### src/rtl/par_shift_out.sv
// par_shift_out: parallel-in, serial-out word shifter.
// Takes one L-word vector on a valid/ready handshake and emits it one word
// per beat, oldest first (index L-1 down to 0). It can chain vectors
// back-to-back without a bubble.
//
// Optional feature (compile-time macro PAR_SHIFT_OUT_CNT_EN): adds the s_cnt
// port so a vector may carry fewer than L words. Counts above L are clamped
// to L. A count of 0 completes the handshake and emits nothing.
//
// Ports:
//   clk    - clock
//   rst    - synchronous, active-high reset
//   s_vld  - input vector valid
//   s_rdy  - input vector ready (forced low while rst is high)
//   s_data - input vector; word L-1 is emitted first
//   s_cnt  - number of valid words (only with PAR_SHIFT_OUT_CNT_EN)
//   d_vld  - output word valid
//   d_rdy  - output word ready
//   d_data - output word
//   d_last - high on the final word of a vector
module par_shift_out #(
  parameter int DW = 16,
  parameter int L  = 4,
  parameter int CW = $clog2(L + 1)
) (
  input  logic                 clk,
  input  logic                 rst,
  input  logic                 s_vld,
  output logic                 s_rdy,
  input  logic [L-1:0][DW-1:0] s_data,
`ifdef PAR_SHIFT_OUT_CNT_EN
  input  logic [CW-1:0]        s_cnt,
`endif
  output logic                 d_vld,
  input  logic                 d_rdy,
  output logic [DW-1:0]        d_data,
  output logic                 d_last
);

  localparam int IW = $clog2(L);

  typedef enum logic {IDLE, SHIFT} state_t;

  state_t               state;
  logic [L-1:0][DW-1:0] vec;
  logic [IW-1:0]        idx;
  logic [CW-1:0]        n_words;
  logic [IW-1:0]        idx_first;
  logic                 load;
  logic                 beat;
  logic                 empty_load;

`ifdef PAR_SHIFT_OUT_CNT_EN
  always_comb begin
    n_words = s_cnt;
    if (s_cnt > CW'(L)) n_words = CW'(L);
  end
`else
  assign n_words = CW'(L);
`endif

  assign empty_load = (n_words == '0);
  assign idx_first  = IW'(n_words - CW'(1));

  // Ready is also raised during the final accepted beat so the next vector
  // can load on the same edge and keep the output stream gap-free.
  assign s_rdy = !rst && ((state == IDLE) || (d_vld && d_rdy && d_last));
  assign load  = s_vld && s_rdy;
  assign beat  = d_vld && d_rdy;

  always_ff @(posedge clk) begin
    if (rst) begin
      state  <= IDLE;
      vec    <= '0;
      idx    <= '0;
      d_vld  <= 1'b0;
      d_data <= '0;
      d_last <= 1'b0;
    end else if (load && !empty_load) begin
      // Present the first word straight from s_data so it is valid one cycle
      // after the load instead of two.
      vec    <= s_data;
      idx    <= idx_first;
      state  <= SHIFT;
      d_vld  <= 1'b1;
      d_data <= s_data[idx_first];
      d_last <= (n_words == CW'(1));
    end else if (beat) begin
      if (idx != '0) begin
        idx    <= idx - IW'(1);
        d_data <= vec[idx - IW'(1)];
        d_last <= (idx == IW'(1));
      end else begin
        // The final beat is accepted and no non-empty vector arrives behind it.
        state  <= IDLE;
        d_vld  <= 1'b0;
        d_last <= 1'b0;
      end
    end
  end

endmodule

### config.mk
export PLATFORM = sky130hd
export DESIGN_NAME = par_shift_out
export DESIGN_NICKNAME = d
export VERILOG_FILES = /design/src/rtl/par_shift_out.sv
export SDC_FILE = /design/constraint.sdc
export NUM_CORES = 1
export LEC_CHECK = 0
export ABC_AREA = 1
export ABC_CLOCK_PERIOD_IN_PS = 2100
export CORE_UTILIZATION = 50
export CTS_CLUSTER_SIZE = 12
export DETAILED_ROUTE_END_ITERATION = 8
export GPL_ROUTABILITY_DRIVEN = 1
export PLACE_DENSITY = 0.8
export SLEW_MARGIN = 20
export SYNTH_ARGS = -nofsm -noshare
export SYNTH_HDL_FRONTEND = slang
export SYNTH_SLANG_ARGS = --single-unit
export TNS_END_PERCENT = 20
### constraint.sdc
create_clock -name clk -period 2.1 [get_ports clk]
set_input_delay 0.525 -clock clk [delete_from_list [all_inputs] [get_ports clk]]
set_output_delay 0.525 -clock clk [all_outputs]
set_load 0.005 [all_outputs]
# Yosys cells after proc, flatten, opt, wreduce, memory -nomap -nowiden
# Index checks and enable logic that the tools add are counted.
[totals]
ff_bits = 84
in_bits = 68
output_inout_bits = 19
word_cells = 37
[op_classes]
addsub = 1
order_cmp = 1
eq_ne = 2
n_mux = 12
bitwise_logic = 1
n_reduce_logical = 12
[op_table]
columns = ["operator", "count"]
rows = [
  ["16-bit two-way mux", 4],
  ["16-bit binary-select mux with 2-bit select", 1],
  ["2-bit two-way mux", 3],
  ["2-bit nonzero test", 3],
  ["1-bit logical AND", 4],
  ["1-bit two-way mux", 4],
  ["2-bit AND reduction", 2],
  ["2-bit by 3-bit less-than comparator with 1-bit output, second input constant", 1],
  ["2-bit by 1-bit equality test with 1-bit output, second input constant", 1],
  ["2-bit != test, second input constant", 1],
  ["2-bit OR reduction", 1],
  ["2-bit by 1-bit subtractor with 2-bit output, second input constant", 1],
  ["1-bit zero test", 1],
  ["1-bit logical OR", 1],
  ["1-bit NOT", 1],
]

# Longest topological paths before layout
# Gate-level depths: netlist of run 1.
[depth]
word_depth = 7
depth_mapped = 12

# Least setup slack after synthesis of run 1
# Ideal clock, no wire load.
[synth_timing]
path_kind = "reg-to-reg"
startpoint = "register idx[0]"
endpoint = "register d_data[7]"
setup_ns = 0.109
arrival_ns = 1.799
slack_ns = 0.192
stages_incl_launch_ff = 13
period_less_slack_ns = 1.908
path_cell_list = "dfxtp_1 -> buf_2 -> clkinv_1 -> buf_2 -> ha_1 -> buf_2 -> clkinv_1 -> buf_2 -> nand3_1 -> nand3_1 -> nand3_1 -> nand2_1 -> inv_1"
[synth_between]
elab_chain_len = 6
elab_cells_between_ends = 9
[synth_lines]
columns = ["item", "line", "rtl"]
rows = [
  ["start: declaration", "46", "logic [IW-1:0] idx;"],
  ["start signal: assignment", "83", "idx <= idx_first;"],
  ["start signal: assignment", "90", "idx <= idx - IW'(1);"],
  ["2-bit by 1-bit subtractor with 2-bit output", "91", "d_data <= vec[idx - IW'(1)];"],
  ["16-bit binary-select mux with 2-bit select", "91", ""],
  ["16-bit two-way mux (implied by the code)", "91", ""],
  ["16-bit two-way mux", "89", "if (idx != '0) begin"],
  ["16-bit two-way mux", "88", "end else if (beat) begin"],
  ["16-bit two-way mux", "79", "end else if (load && !empty_load) begin"],
  ["end signal: assignment", "86", "d_data <= s_data[idx_first];"],
  ["end signal: assignment", "91", ""],
  ["end: declaration", "36", "output logic [DW-1:0] d_data,"],
]
# Several ways; a longest one is shown, not always the timed one. The select of a mux whose other input is x is not followed.
# A chain may end at the register's enable or synchronous reset.

# Worst setup path after layout of run 1
[layout_timing]
startpoint = "input d_rdy"
endpoint = "output s_rdy"
[layout_between]
elab_chain_len = 4
[layout_lines]
columns = ["item", "line", "rtl"]
rows = [
  ["start: declaration", "35", "input logic d_rdy,"],
  ["1-bit logical AND (2 in series)", "67", "assign s_rdy = !rst && ((state == IDLE) || (d_vld && d_rdy && d_last));"],
  ["1-bit logical OR", "67", ""],
  ["1-bit logical AND", "67", ""],
  ["end: declaration", "29", "output logic s_rdy,"],
]
# No other way between the ends.

==> key figures, run 1 <==
Synthesis
  • Asr flop ratio synth: 0%
  • Synth Cell Area: 3810 µm²
  • Syn avg cell area: around 6.7 µm²
  • Cell count after synthesis: around 570
  • Syn_nets: between 600 and 700
  • Yosys reg bits: 84
  • Sequential fraction of the synthesis area: 44.2%
  • Post-synth EDFFs: 0
  • Most used DFF post-synth: dfxtp_1
  • Count of different cell masters after synthesis: 21
  • YS warnings: 0

Final layout
  • Commonest non-fill, non-tap cell in the layout: nand2_1
  • Layout cell share with drive strength beyond 1: under 10%
  • Fin util: 68.2%
  • Diode count: 0
  • Final cell count without fillers: about 740
  • Commonest non-fill, non-tap cells in the layout: nand2_1 (212), nand3_1 (140), clkdlybuf4s50_1 (85), dfxtp_1 (84), inv_1 (49)
  • Layout area overhead: 30.7%
  • Nets: slightly above 700

Outcome
  • Status: finished clean

Timing
  • Final period util: a little over nine tenths
  • Worst-Margin Slew: approximately 0.55 ns
  • Final number of hold-violating endpoints: 0
  • FMAX: just over 500 MHz
  • Rel. slew slack: around 63%
  • Fin. max-slew vios: 0
  • # setup viols final: 0
  • RSZ-0062 raised after global routing: false
  • Final Skew: just under 0.009 ns
  • Final Critical Period: slightly below 2 ns
  • Final WS setup: around 0.12 ns

Critical path
  • CP Data Arrival Time: between 1 and 1.5 ns
  • CP max stage cell: clkdlybuf4s50_1
  • Worst path buffer plus inverter count: 3
  • R2R Setup Slk: between 0.2 and 0.25 ns
  • CP required: approximately 1.6 ns
  • CP max FO: 2
  • CP endpoint kind: primary output
  • Worst reg2reg path startpoint: idx[0]
  • Worst stage delay on the critical path: 0.48 ns
  • Crit path max-delay family: buffers and inverters
  • R2r worst-path depth: 8
  • Top cell by count, worst path: nand2_1
  • Reg2reg end: d_data[3]
  • Worst setup path category: input port to primary output
  • Critical Path Source Type: input port
  • CP Cell Sequence: clkdlybuf4s50_1 > nand2_1 > nand2_2 > nand2_1 > inv_1 > dlygate4sd2_1

Pwr
  • Overall power: 0.00394 W
  • Peak supply drop: between 0.3 and 0.4 mV
  • Power density over the cells: 791 nW/µm²
  • Leakage: 2.43 nW

Clock tree
  • CTS Sinks: 84
  • Clock buffer depth: 2
  • Total CTS buffers: 9
  • H-tree depth: 3
  • # hold bufs at CTS: 0
  • Worst skew pair latency: around 0.35 ns
  • Clock Pin Slew Worst Setup and Hold Paths: about 0.080 ns
  • Root buffer cell: clkbuf_8
  • CTS tree: done

Global route
  • Global-route wire length before repair: around 16 mm
  • Largest net degree at the start of global routing: 46
  • Tot GR Track Use: about a quarter
  • Number of global-route vias before repair: about 3500
  • Initial antenna violation count: 0
  • Congestion Overflow GR: 0

Die
  • DIE HEIGHT: approximately 90 µm
  • Chip width: 89.3 µm
  • Initial core utilization: a little over half
  • Die area: approximately 8000 µm²
  • Row count: 31
  • Core area: 7290 µm²
  • Ports: 87

Hold path
  • Min-delay src: vec[32]
  • HP Class: register to register
  • WHS Path Cells: 2
  • Hold-critical path endpoint: vec[32]

Detailed routing
  • Initial drt markers: between 200 and 300
  • DRC violations left: 0
  • WL per Instance: about 14 µm
  • Detail Route Antenna Nets: 0
  • Drt pass-1 iters: 5
  • WL final: 10.1 mm
  • Via/cell ratio: roughly 5.3
  • DR vias: approximately 3900

Placement
  • Post-Place Worst Slack: -0.155 ns
  • Placed cell count: ~730
  • DP Wirelength: 6.92 mm
  • Buffers on Ports: 86
  • GP Congestion: between 0.8 and 0.9

Flow run
  • Max Cap Viol: 0
-- what timing repair did --
| action | in CTS | in global routing |
|---|---|---|
| setup buffers | 0 | 0 |
| setup endpoints to repair | 1 | 0 |
| resized for setup | 1 | 0 |
-- state kept, by name (all words and copies together), names as in the netlist --
name    flops
d_data     16
d_last      1
idx         2
state       1
vec        64
-- layer usage --
layer / track usage (%) / share of wire, % / vias to the layer above
met5: 0 / 0 / -
met4: 13.9 / 3.2 / 0
met3: 3.60 / 6.5 / 25
met2: 45.4 / 48 / 161
met1: 33.2 / 42 / 1785
li1: - / - / 1943
-- area by class of cell --
type | instances | area, µm²
well taps | 99 | 124
flip-flops and latches | 84 | 1680
fillers | 659 | 2320
inverters | 56 | 210
clock inverters | 4 | 47.5
clock buffers | 12 | 155
multi-input cells | 385 | 1730
repair buffers | 104 | 1030
-- metrics by stage --
step / setup TNS, ns / hold slack [ns] / instance area [µm²]
2_1_floorplan: 0 / 0.443 / 3810
3_3_place_gp: -1.32 / 0.451 / 4770
3_5_place_dp: -4.25 / 0.455 / 4770
4_1_cts: 0 / 0.467 / 4980
5_1_grt: 0 / 0.487 / 4980
6_report: 0 / 0.466 / 4980
-- cells by family (layout without fill, tap and decap cells) --
group	after synthesis	after routing	synth area share, %
AND/OR/NAND/NOR	373	373	43.2
buffers and inverters	96	176	10.5
flip-flops	84	84	44.2
AO/OA/AOI/OAI	9	9	1.28
adder cells (fa/ha/maj)	2	2	0.657
XOR/XNOR	1	1	0.230
-- worst max path at each step --
stage                     startpoint        end  slack (ns)  cells after the start
after floorplan               idx[0]  d_data[7]        0.19                     12
after global placement         d_rdy      s_rdy       -0.12                      6
after detailed placement       d_rdy      s_rdy       -0.16                      6
after CTS                      d_rdy      s_rdy        0.11                      6
after global routing           d_rdy      s_rdy        0.07                      6
final                          d_rdy      s_rdy        0.12                      6
-- worst reg2reg max path, stage by stage (launching register included) --
cell and delay (ns):
dfxtp_1 0.36, clkinv_1 0.09, ha_1 0.30, clkinv_1 0.45, nand3_1 0.29, nand3_1 0.11
nand3_1 0.09, nand2_1 0.06, inv_1 0.06
-- synth_stat cells, types with 2 or more instances --
cell type  count  area [µm²]
nand2_1      212         796
nand3_1      140         701
dfxtp_1       84        1680
inv_1         49         184
buf_2         22         110
nand4_1       15        93.8
buf_1          8        30.0
clkbuf_1       7        26.3
o21ai_0        6        30.0
clkinv_1       4        15.0
buf_4          3        22.5
inv_2          3        11.3
a21oi_1        2        10.0
ha_1           2        25.0
nand2_2        2        12.5
-- power breakdown --
group	internal, W	total, W	leakage [nW]	switching [W]
Clock	0.000611	0.00118	0.102	0.000568
Sequential	0.00174	0.00182	0.692	0.0000797
Combinational	0.000426	0.000938	1.64	0.000512
Power figures use the tool's default switching activity.
==> run 2: changes to the inputs <==
--- a/config.mk
+++ b/config.mk
@@ -8,6 +8,7 @@
 export ABC_AREA = 1
 export ABC_CLOCK_PERIOD_IN_PS = 2100
 export CORE_UTILIZATION = 50
+export CTS_BUF_LIST = sky130_fd_sc_hd__clkbuf_4 sky130_fd_sc_hd__clkbuf_8 sky130_fd_sc_hd__clkbuf_16
 export CTS_CLUSTER_SIZE = 12
 export DETAILED_ROUTE_END_ITERATION = 8
 export GPL_ROUTABILITY_DRIVEN = 1
==> run 2 against run 1 <==
Global-route usage is essentially flat; routed wire length shrank 0.33%; critical path type unchanged; largest power group unchanged; worst setup slack is essentially flat; critical endpoint unchanged; power grew 0.31%.
==> key figures, run 2 (synthesized netlist as in run 1, its figures left out) <==
Detailed routing
  • Detail Route Antenna Nets: 0 (unchanged)
  • WL final: 10.1 mm (-0.33%)
  • DR vias: 3926 (+0.31%)
  • WL per Instance: 13.5 µm (-0.33%)
  • DRC violations left: 0 (unchanged)
  • Initial drt markers: 323 (+16%)
  • Drt pass-1 iters: 5 (unchanged)
  • Via/cell ratio: 5.28 (+0.31%)

Critical path
  • Top cell by count, worst path: nand2_1
  • Crit path max-delay family: buffers and inverters
  • Worst setup path category: input port to primary output
  • Worst stage delay on the critical path: 0.48 ns (about the same)
  • Critical Path Source Type: input port
  • CP max stage cell: clkdlybuf4s50_1
  • CP Cell Sequence: clkdlybuf4s50_1 > nand2_1 > nand2_2 > nand2_1 > inv_1 > dlygate4sd2_1
  • Worst path buffer plus inverter count: 3 (unchanged)
  • CP max FO: 2 (unchanged)
  • CP endpoint kind: primary output
  • CP required: 1.57 ns (about the same)
  • CP Data Arrival Time: 1.45 ns (about the same)

Placement
  • DP Wirelength: 6.92 mm (unchanged)
  • GP Congestion: 0.854 (unchanged)
  • Buffers on Ports: 86 (unchanged)
  • Post-Place Worst Slack: -0.155 ns (unchanged)

Clock tree
  • # hold bufs at CTS: 0 (unchanged)
  • Clock Pin Slew Worst Setup and Hold Paths: 0.08 ns (about the same)
  • Root buffer cell: clkbuf_8
  • CTS Sinks: 84 (unchanged)
  • Worst skew pair latency: 0.35 ns (about the same)
  • Clock buffer depth: 2 (unchanged)
  • CTS tree: done
  • H-tree depth: 3 (unchanged)
  • Post-CTS setup buffers: 0 (unchanged)
  • Total CTS buffers: 9 (unchanged)

Final layout
  • Fin util: 68.3% (about the same)
  • Diode count: 0 (unchanged)
  • Nets: 710 (unchanged)
  • Fillcell total: 659 (unchanged)
  • Layout area overhead: 30.8% (about the same)
  • Layout cell share with drive strength beyond 1: 6.51% (+0.16 points)
  • Max reg flops: 64 (unchanged)
  • Multi-input gate area: 1730 µm² (unchanged)
  • Seq. cell area: 1680 µm² (unchanged)
  • Commonest non-fill, non-tap cells in the layout: nand2_1 (212), nand3_1 (140), clkdlybuf4s50_1 (85), dfxtp_1 (84), inv_1 (49)
  • Top reg by flops: vec
  • Biggest regs: vec (64), d_data (16), idx (2)
  • Commonest non-fill, non-tap cell in the layout: nand2_1

Die
  • DIE HEIGHT: 89.3 µm (unchanged)
  • Core area: 7290 µm² (unchanged)
  • Ports: 87 (unchanged)
  • Row count: 31 (unchanged)
  • Chip width: 89.3 µm (unchanged)
  • Die area: 7970 µm² (unchanged)
  • Initial core utilization: 52.2% (unchanged)

Timing
  • Worst-Margin Slew: 0.558 ns (+0.00568 ns)
  • Final number of hold-violating endpoints: 0 (unchanged)
  • Setup TNS: 0 ns (unchanged)
  • Final period util: 94.2% (about the same)
  • Final WS setup: 0.122 ns (+0.000304 ns)
  • # setup viols final: 0 (unchanged)
  • FMAX: 506 MHz (about the same)
  • Rel. slew slack: 62.5% (-0.38 points)
  • Final Skew: 0.00776 ns (-0.00101 ns)
  • Final Critical Period: 1.98 ns (-0.000304 ns)
  • Hold Slack: 0.465 ns (-0.000396 ns)
  • RSZ-0062 raised after global routing: false
  • Fin. max-slew vios: 0 (unchanged)

Global route
  • Congestion Overflow GR: 0 (unchanged)
  • Largest net degree at the start of global routing: 46 (unchanged)
  • Number of global-route vias before repair: 3540 (-0.085%)
  • Initial antenna violation count: 0 (unchanged)
  • Global-route wire length before repair: 16.1 mm (-0.17%)
  • Tot GR Track Use: 26.7% (-0.039 points)

Hold path
  • HP Class: register to register

Pwr
  • Overall power: 0.00395 W (+0.31%)
  • Power density over the cells: 793 nW/µm² (+0.23%)
  • Peak supply drop: 0.380 mV (-0.71%)
  • Leakage: 2.43 nW (+0.14%)

Outcome
  • Status: finished clean

Flow run
  • Max Cap Viol: 0 (unchanged)
==> run 2: cell counts in the layout (fill, tap and decap cells not counted) <==
Identical to the previous run, type by type.
==> run 2: final cells by class <==
class	instances	area share, %
clock inverter	4	0.955
inverter	56	4.22
sequential	84	33.8
tap	99	2.49
multi-input combinational	385	34.6
timing repair buffer	104	20.7
clock buffer	12	3.19
==> run 2: stage by stage <==
step | area, µm² | instances
2_1_floorplan | 3810 | 565
3_3_place_gp | 4770 | 728
3_5_place_dp | 4770 | 728
4_1_cts | 4980 | 744
5_1_grt | 4980 | 744
6_report | 4980 | 744
==> run 2: repair_timing <==
| item | CTS | global route |
|---|---|---|
| setup endpoints to repair | 1 | 0 |
| hold endpoints to repair | 0 | 0 |
| gates resized for setup | 1 | 0 |
==> run 2: report_power, final <==
| group | total [W] | switching [W] | internal, W |
|---|---|---|---|
| clock | 0.00119 | 0.000567 | 0.000624 |
| combinational | 0.000938 | 0.000512 | 0.000426 |
| sequential | 0.00182 | 0.0000804 | 0.00174 |
==> run 2: layer usage <==
| layer | GRT usage (%) | vias up | routed length [µm] | share of wire [%] |
|---|---|---|---|---|
| li1 | - | 1943 | - | - |
| met4 | 13.9 | 0 | 334 | 3.3 |
| met1 | 33.1 | 1791 | 4200 | 42 |
| met5 | 0 | - | 0 | 0 |
| met3 | 3.60 | 29 | 639 | 6.3 |
| met2 | 45.4 | 163 | 4900 | 49 |
==> run 2: worst paths after layout <==
check | start | end | slack (ns) | cells past startpoint
max | d_rdy | s_rdy | 0.12 | 6
min | vec[32] | vec[32] | 0.47 | 2
max reg2reg | idx[0] | d_data[3] | 0.24 | 8
min reg2reg | vec[32] | vec[32] | 0.47 | 2
==> run 2: worst register-to-register path, stage by stage (launching register included) <==
cell and delay, ns:
dfxtp_1 0.36, clkinv_1 0.09, ha_1 0.30, clkinv_1 0.46, nand3_1 0.29, nand3_1 0.11
nand3_1 0.09, nand2_1 0.06, inv_1 0.06
==> run 3: changes to the inputs <==
--- a/config.mk
+++ b/config.mk
@@ -13,6 +13,7 @@
 export DETAILED_ROUTE_END_ITERATION = 8
 export GPL_ROUTABILITY_DRIVEN = 1
 export PLACE_DENSITY = 0.8
+export SETUP_SLACK_MARGIN = 0.5
 export SLEW_MARGIN = 20
 export SYNTH_ARGS = -nofsm -noshare
 export SYNTH_HDL_FRONTEND = slang
==> run 3 against run 2 <==
Critical path depth is 5 lower; clock skew is 0.0016 ns higher; combinational power is 8% higher; design area is 4.2% higher; cell count is 1.1% higher; worst hold slack better by 0.0013 ns; critical path type is now register to primary output; largest cell class unchanged; largest power group unchanged.
==> key figures, run 3 (synthesized netlist as in run 1, its figures left out) <==
Detailed routing
  • Via/cell ratio: 5.24 (-0.69%)
  • Detail Route Antenna Nets: 0 (unchanged)
  • DR vias: 3941 (+0.38%)
  • WL final: 10.7 mm (+5.7%)
  • WL per Instance: 14.2 µm (+4.6%)
  • DRC violations left: 0 (unchanged)
  • Drt pass-1 iters: 5 (unchanged)
  • Initial drt markers: 406 (+26%)

Placement
  • Post-Place Worst Slack: -0.141 ns (+0.0143 ns)
  • DP Area: 4830 µm² (+1.2%)
  • DP Wirelength: 6.93 mm (+0.19%)
  • Buffers on Ports: 86 (unchanged)
  • GP Congestion: 0.840 (-1.7%)

Clock tree
  • CTS tree: done
  • Total CTS buffers: 9 (unchanged)
  • Clock buffer depth: 2 (unchanged)
  • Root buffer cell: clkbuf_8
  • H-tree depth: 3 (unchanged)
  • # hold bufs at CTS: 0 (unchanged)
  • CTS Sinks: 84 (unchanged)
  • Clock Pin Slew Worst Setup and Hold Paths: 0.09 ns (about the same)
  • Worst skew pair latency: 0.36 ns (about the same)

Die
  • Ports: 87 (unchanged)
  • Die area: 7970 µm² (unchanged)
  • DIE HEIGHT: 89.3 µm (unchanged)
  • Row count: 31 (unchanged)
  • Initial core utilization: 52.2% (unchanged)
  • Chip width: 89.3 µm (unchanged)
  • Core area: 7290 µm² (unchanged)

Outcome
  • Status: finished clean

Global route
  • Largest net degree at the start of global routing: 50 (+8.7%)
  • Congestion Overflow GR: 0 (unchanged)
  • Global-route wire length before repair: 16.9 mm (+4.6%)
  • Tot GR Track Use: 28.6% (+1.9 points)
  • Initial antenna violation count: 0 (unchanged)
  • Number of global-route vias before repair: 3589 (+1.4%)

Timing
  • Final Critical Period: 1.72 ns (-0.262 ns)
  • Final WS setup: 0.384 ns (+0.262 ns)
  • FMAX: 583 MHz (+15%)
  • Worst-Margin Slew: 0.360 ns (-0.199 ns)
  • Final period util: 81.7% (-12 points)
  • RSZ-0062 raised after global routing: true
  • Rel. slew slack: 76.0% (+13 points)
  • Fin. max-slew vios: 0 (unchanged)
  • Setup TNS: 0 ns (unchanged)
  • Final number of hold-violating endpoints: 0 (unchanged)
  • Final Skew: 0.00934 ns (+0.00158 ns)
  • # setup viols final: 0 (unchanged)

Flow run
  • Max Cap Viol: 0 (unchanged)

Pwr
  • Leakage: 2.74 nW (+13%)
  • Net Sw Power: 0.00123 W (+6.0%)
  • Sw Ratio: 28.8% (-0.53 points)
  • Power density over the cells: 821 nW/µm² (+3.6%)
  • Reg power frac: 42.9% (-3.2 points)
  • Clock power share: 33.4% (+3.2 points)
  • Peak supply drop: 0.512 mV (+34%)
  • Overall power: 0.00426 W (+7.9%)
  • Comb pwr share: 23.7% (about the same)
  • Int Pwr: 0.00303 W (+8.7%)

Final layout
  • Top reg by flops: vec
  • Commonest non-fill, non-tap cell in the layout: nand2_1
  • Fin util: 71.1% (+2.8 points)
  • Biggest regs: vec (64), d_data (16), idx (2)
  • Diode count: 0 (unchanged)
  • Commonest non-fill, non-tap cells in the layout: nand2_1 (212), nand3_1 (140), dfxtp_1 (78), clkdlybuf4s50_1 (67), inv_1 (49)
  • Layout cell share with drive strength beyond 1: 9.04% (+2.5 points)
  • Fillcell total: 607 (-7.9%)
  • Nets: 718 (+1.1%)
  • Max reg flops: 64 (unchanged)
  • Design area: 5190 µm² (+4.2%)
  • Layout area overhead: 36.3%

Critical path
  • CP Data Arrival Time: 1.19 ns (-0.26 ns)
  • Worst path buffer plus inverter count: 1 (-2)
  • CP endpoint kind: primary output
  • R2R Setup Slk: 0.54 ns (+0.30 ns)
  • CP required: 1.57 ns (about the same)
  • CP Cell Sequence: clkdlybuf4s50_1
  • CP max stage cell: clkdlybuf4s50_1
  • Worst stage delay on the critical path: 0.49 ns (about the same)
  • Worst setup path category: register to primary output
  • Crit path max-delay family: buffers and inverters
  • CP max FO: 2 (unchanged)
  • Critical Path Source Type: register

Hold path
  • HP Class: register to register
-- run 3: metal layers --
layer	track usage [%]	wire (µm)
met5	0	0
met3	4.25	771
met2	47.8	4970
met4	16.7	474
met1	35.2	4440
-- run 3: worst min-delay path, stage by stage (launching register included) --
cell and delay [ns]:
dfxtp_1 0.32, nand3_1 0.07, nand2_1 0.04
-- run 3: path summary, 6_finish.rpt --
path	startpoint	end	cells past startpoint
max reg2reg	idx[0]	d_data[11]	8
max	d_data[10]	d_data[10]	1
min	vec[36]	vec[36]	2
min reg2reg	vec[36]	vec[36]	2
-- run 3: area by class of cell --
type / count / area, µm² / area share (%)
clock buffers: 10 / 138 / 2.65
clock inverters: 6 / 111 / 2.15
inverters: 56 / 228 / 4.39
multi-input cells: 385 / 1740 / 33.6
flip-flops and latches: 84 / 1690 / 32.7
well taps: 99 / 124 / 2.39
repair buffers: 111 / 1140 / 22.0
repair inverters: 1 / 8.76 / 0.169
-- run 3: per-stage QoR --
step                hold WS, ns  cells
floorplan                 0.443    565
global placement          0.450    729
detailed placement        0.457    729
CTS                       0.469    752
global route              0.484    752
finish                    0.467    752
-- run 3: power groups by stage --
stage               Sequential (W)  Clock [W]  Combinational (W)
detailed placement         0.00185          0           0.000952
global placement           0.00185          0           0.000934
floorplan                  0.00184          0           0.000603
CTS                        0.00182    0.00143            0.00101
global route               0.00184    0.00149            0.00112
finish                     0.00183    0.00142            0.00101
-- run 3: what timing repair did --
action | in CTS | in global routing
cloned | 1 | 0
pin swaps | 1 | 1
endpoints found under the setup margin | 97 | 77
gates resized for setup | 12 | 17
buffers inserted | 6 | 0
==> RTL change: new RTL, config.mk and constraints of run 3 <==
Make the reset (`rst`) asynchronous in one clocked block. Comments in the files are not updated.
--- a/src/rtl/par_shift_out.sv
+++ b/src/rtl/par_shift_out.sv
@@ -68,7 +68,7 @@
   assign load  = s_vld && s_rdy;
   assign beat  = d_vld && d_rdy;
 
-  always_ff @(posedge clk) begin
+  always_ff @(posedge clk or posedge rst) begin
     if (rst) begin
       state  <= IDLE;
       vec    <= '0;
Check against the original RTL: differs if rst is asserted again (counterexample within 4 cycles, from zero or initial values and one cycle with rst high); with rst held inactive, the same outputs for 10 cycles.
==> RTL change against run 3 <==
  * Routed wire length decreased by 15%
  * Final area decreased by 0.24%
  * Sequential cell count did not move
  * Setup slack worse by 0.0093 ns
  * Count of clock-buffer cells in the layout up 2
  * Synthesized area is 3.7% higher
  * Non-clock buffer count is 3 lower
  * Largest cell class is now registers
Power is not compared: it rests on default switching activity, and its combinational part moved more than twofold at a synthesized area within 25%.
==> RTL change: results (changes against run 3) <==
metric,value,unit,change
hp-class,flip-flop to flip-flop,,
wire_per_inst,12.9,µm,-9.3%
synth-compound-area-share,8.49,%,+7.2 points
cpPeakStageDelay,0.50,ns,
cp_slowest_cell,clkdlybuf4s50_1,,
hpwl,6.11,mm,-12%
comb_power_share,47.4,%,
drt_iter0_markers,171,,-58%
clock_latency,0.35,ns,
setup_ws,0.374,ns,-0.00928 ns
status,finished clean,,
seq_power,0.00266,W,
grt_max_degree,85,,+70%
synthAdderAreaFrac,0.634,%,-0.024 points
hold_slack,0.484,ns,+0.0170 ns
yosys-top-cells-area,"dfrtp_1 (53%), nand2_1 (19%), o21ai_0 (6.5%), inv_1 (6.5%), nand3_1 (6.3%)",,
rrSetupSlack,0.58,ns,+0.04 ns
synth_nets,575,,-9.4%
antenna_cells,0,,unchanged
pre_cts_ws,-0.157,ns,-0.0164 ns
max_slew.worst_pin.slew,0.436,ns,+0.0759 ns
cp_max_fo,2,,unchanged
synth_xor_area_share,0,%,-0.23 points
area_delta_synth_final,31.1,%,
port_buffers,86,,unchanged
grt_pass1_vias,3444,,-4.0%
viasPerCell,5.01,,-4.3%
num-fill-cells,649,,+6.9%
dp.cells,680,,-6.7%
grt_first_pass_wirelength,15.3,mm,-9.0%
synthMuxAreaShare,0.285,%,+0.29 points
ys_warn_count,0,,unchanged
clock_skew,0.0111,ns,+0.00172 ns
nets,666,,-7.2%
p_sw_share,39.0,%,
place_congestion,0.860,,+2.3%
clkTransAtPathRegs,0.09,ns,about the same
avgSynthCellArea,7.82,µm²,+16%
cts_root_buf,clkbuf_8,,
reg_top3,"vec x64, d_data x16, idx x2",,
synthFlopType,dfrtp_1,,
synth_seq_area_share,53.2,%,+9.1 points
path_delay_family,buffers and inverters,,
via_count,3524,,-11%
synthTopCellsByCount,"nand2_1 (196), dfrtp_1 (84), inv_1 (68), o21ai_0 (51), nand3_1 (50)",,
cts_buffer_depth,2,,unchanged
synthArstFlopShare,100,%,+100 points
p_comb,0.00343,W,
htreeDepth,3,,unchanged
antenna_found_initial,0,,unchanged
dpl-instance-area,4930,µm²,+2.0%
peakVddDrop,0.000607,V,
synth_cell_types,19,,-9.5%
groute.usage.overall,23.6,%,-5.1 points
dr.pass1.iters,4,,-1
layout-drive-gt1-share,8.32,%,-0.72 points
cp.arrival,1.20,ns,
[RTL change: cell types whose count changed in the layout (fill, tap and decap cells not counted), sizes merged, moves of 5 or more]
| cell | change |
|---|---|
| nand4 | -15 |
| nand3 | -90 |
| dfrtp | +84 |
| dlygate4sd2 | +11 |
| inv | +17 |
| dfxtp | -84 |
| dlymetal6s2s | -12 |
| o21ai | +58 |
| clkinv | -5 |
| nand2 | -17 |
[RTL change: layout make-up]
class / instances / area share (%)
clock buffers: 12 / 2.83
clock inverters: 4 / 0.967
inverters: 72 / 5.39
multi-input cells: 321 / 27.2
flip-flops and latches: 84 / 40.6
well taps: 102 / 2.47
repair buffers: 108 / 20.6
[RTL change: tightest hold or removal path, stage by stage, from the launching register on]
cell	delay [ns]
dfrtp_1	0.35
nand2_1	0.05
nand2_1	0.05
[RTL change: repair_timing]
| action | CTS | global route |
|---|---|---|
| setup endpoints to repair | 70 | 21 |
| gates cloned | 0 | 0 |
| setup buffers | 4 | 3 |
| resized for setup | 20 | 3 |
[RTL change: per-layer routing]
layer | wire length [µm] | up-vias | global-route usage (%)
li1 | - | 1729 | -
met1 | 3980 | 1652 | 30.3
met2 | 4290 | 113 | 38.2
met3 | 404 | 30 | 3.70
met4 | 359 | 0 | 12.8
met5 | 0 | - | 0
[RTL change: worst paths after layout]
| kind | cells past startpoint | from | to |
|---|---|---|---|
| worst max register to register | 9 | state | d_data[10] |
| worst max-delay path | 1 | d_data[7] | d_data[7] |
| min in group asynchronous | 4 | rst | vec[50] |
| worst min-delay path | 2 | d_data[15] | d_data[15] |
| max in group asynchronous | 4 | rst | vec[38] |
| worst min register to register | 2 | d_data[15] | d_data[15] |
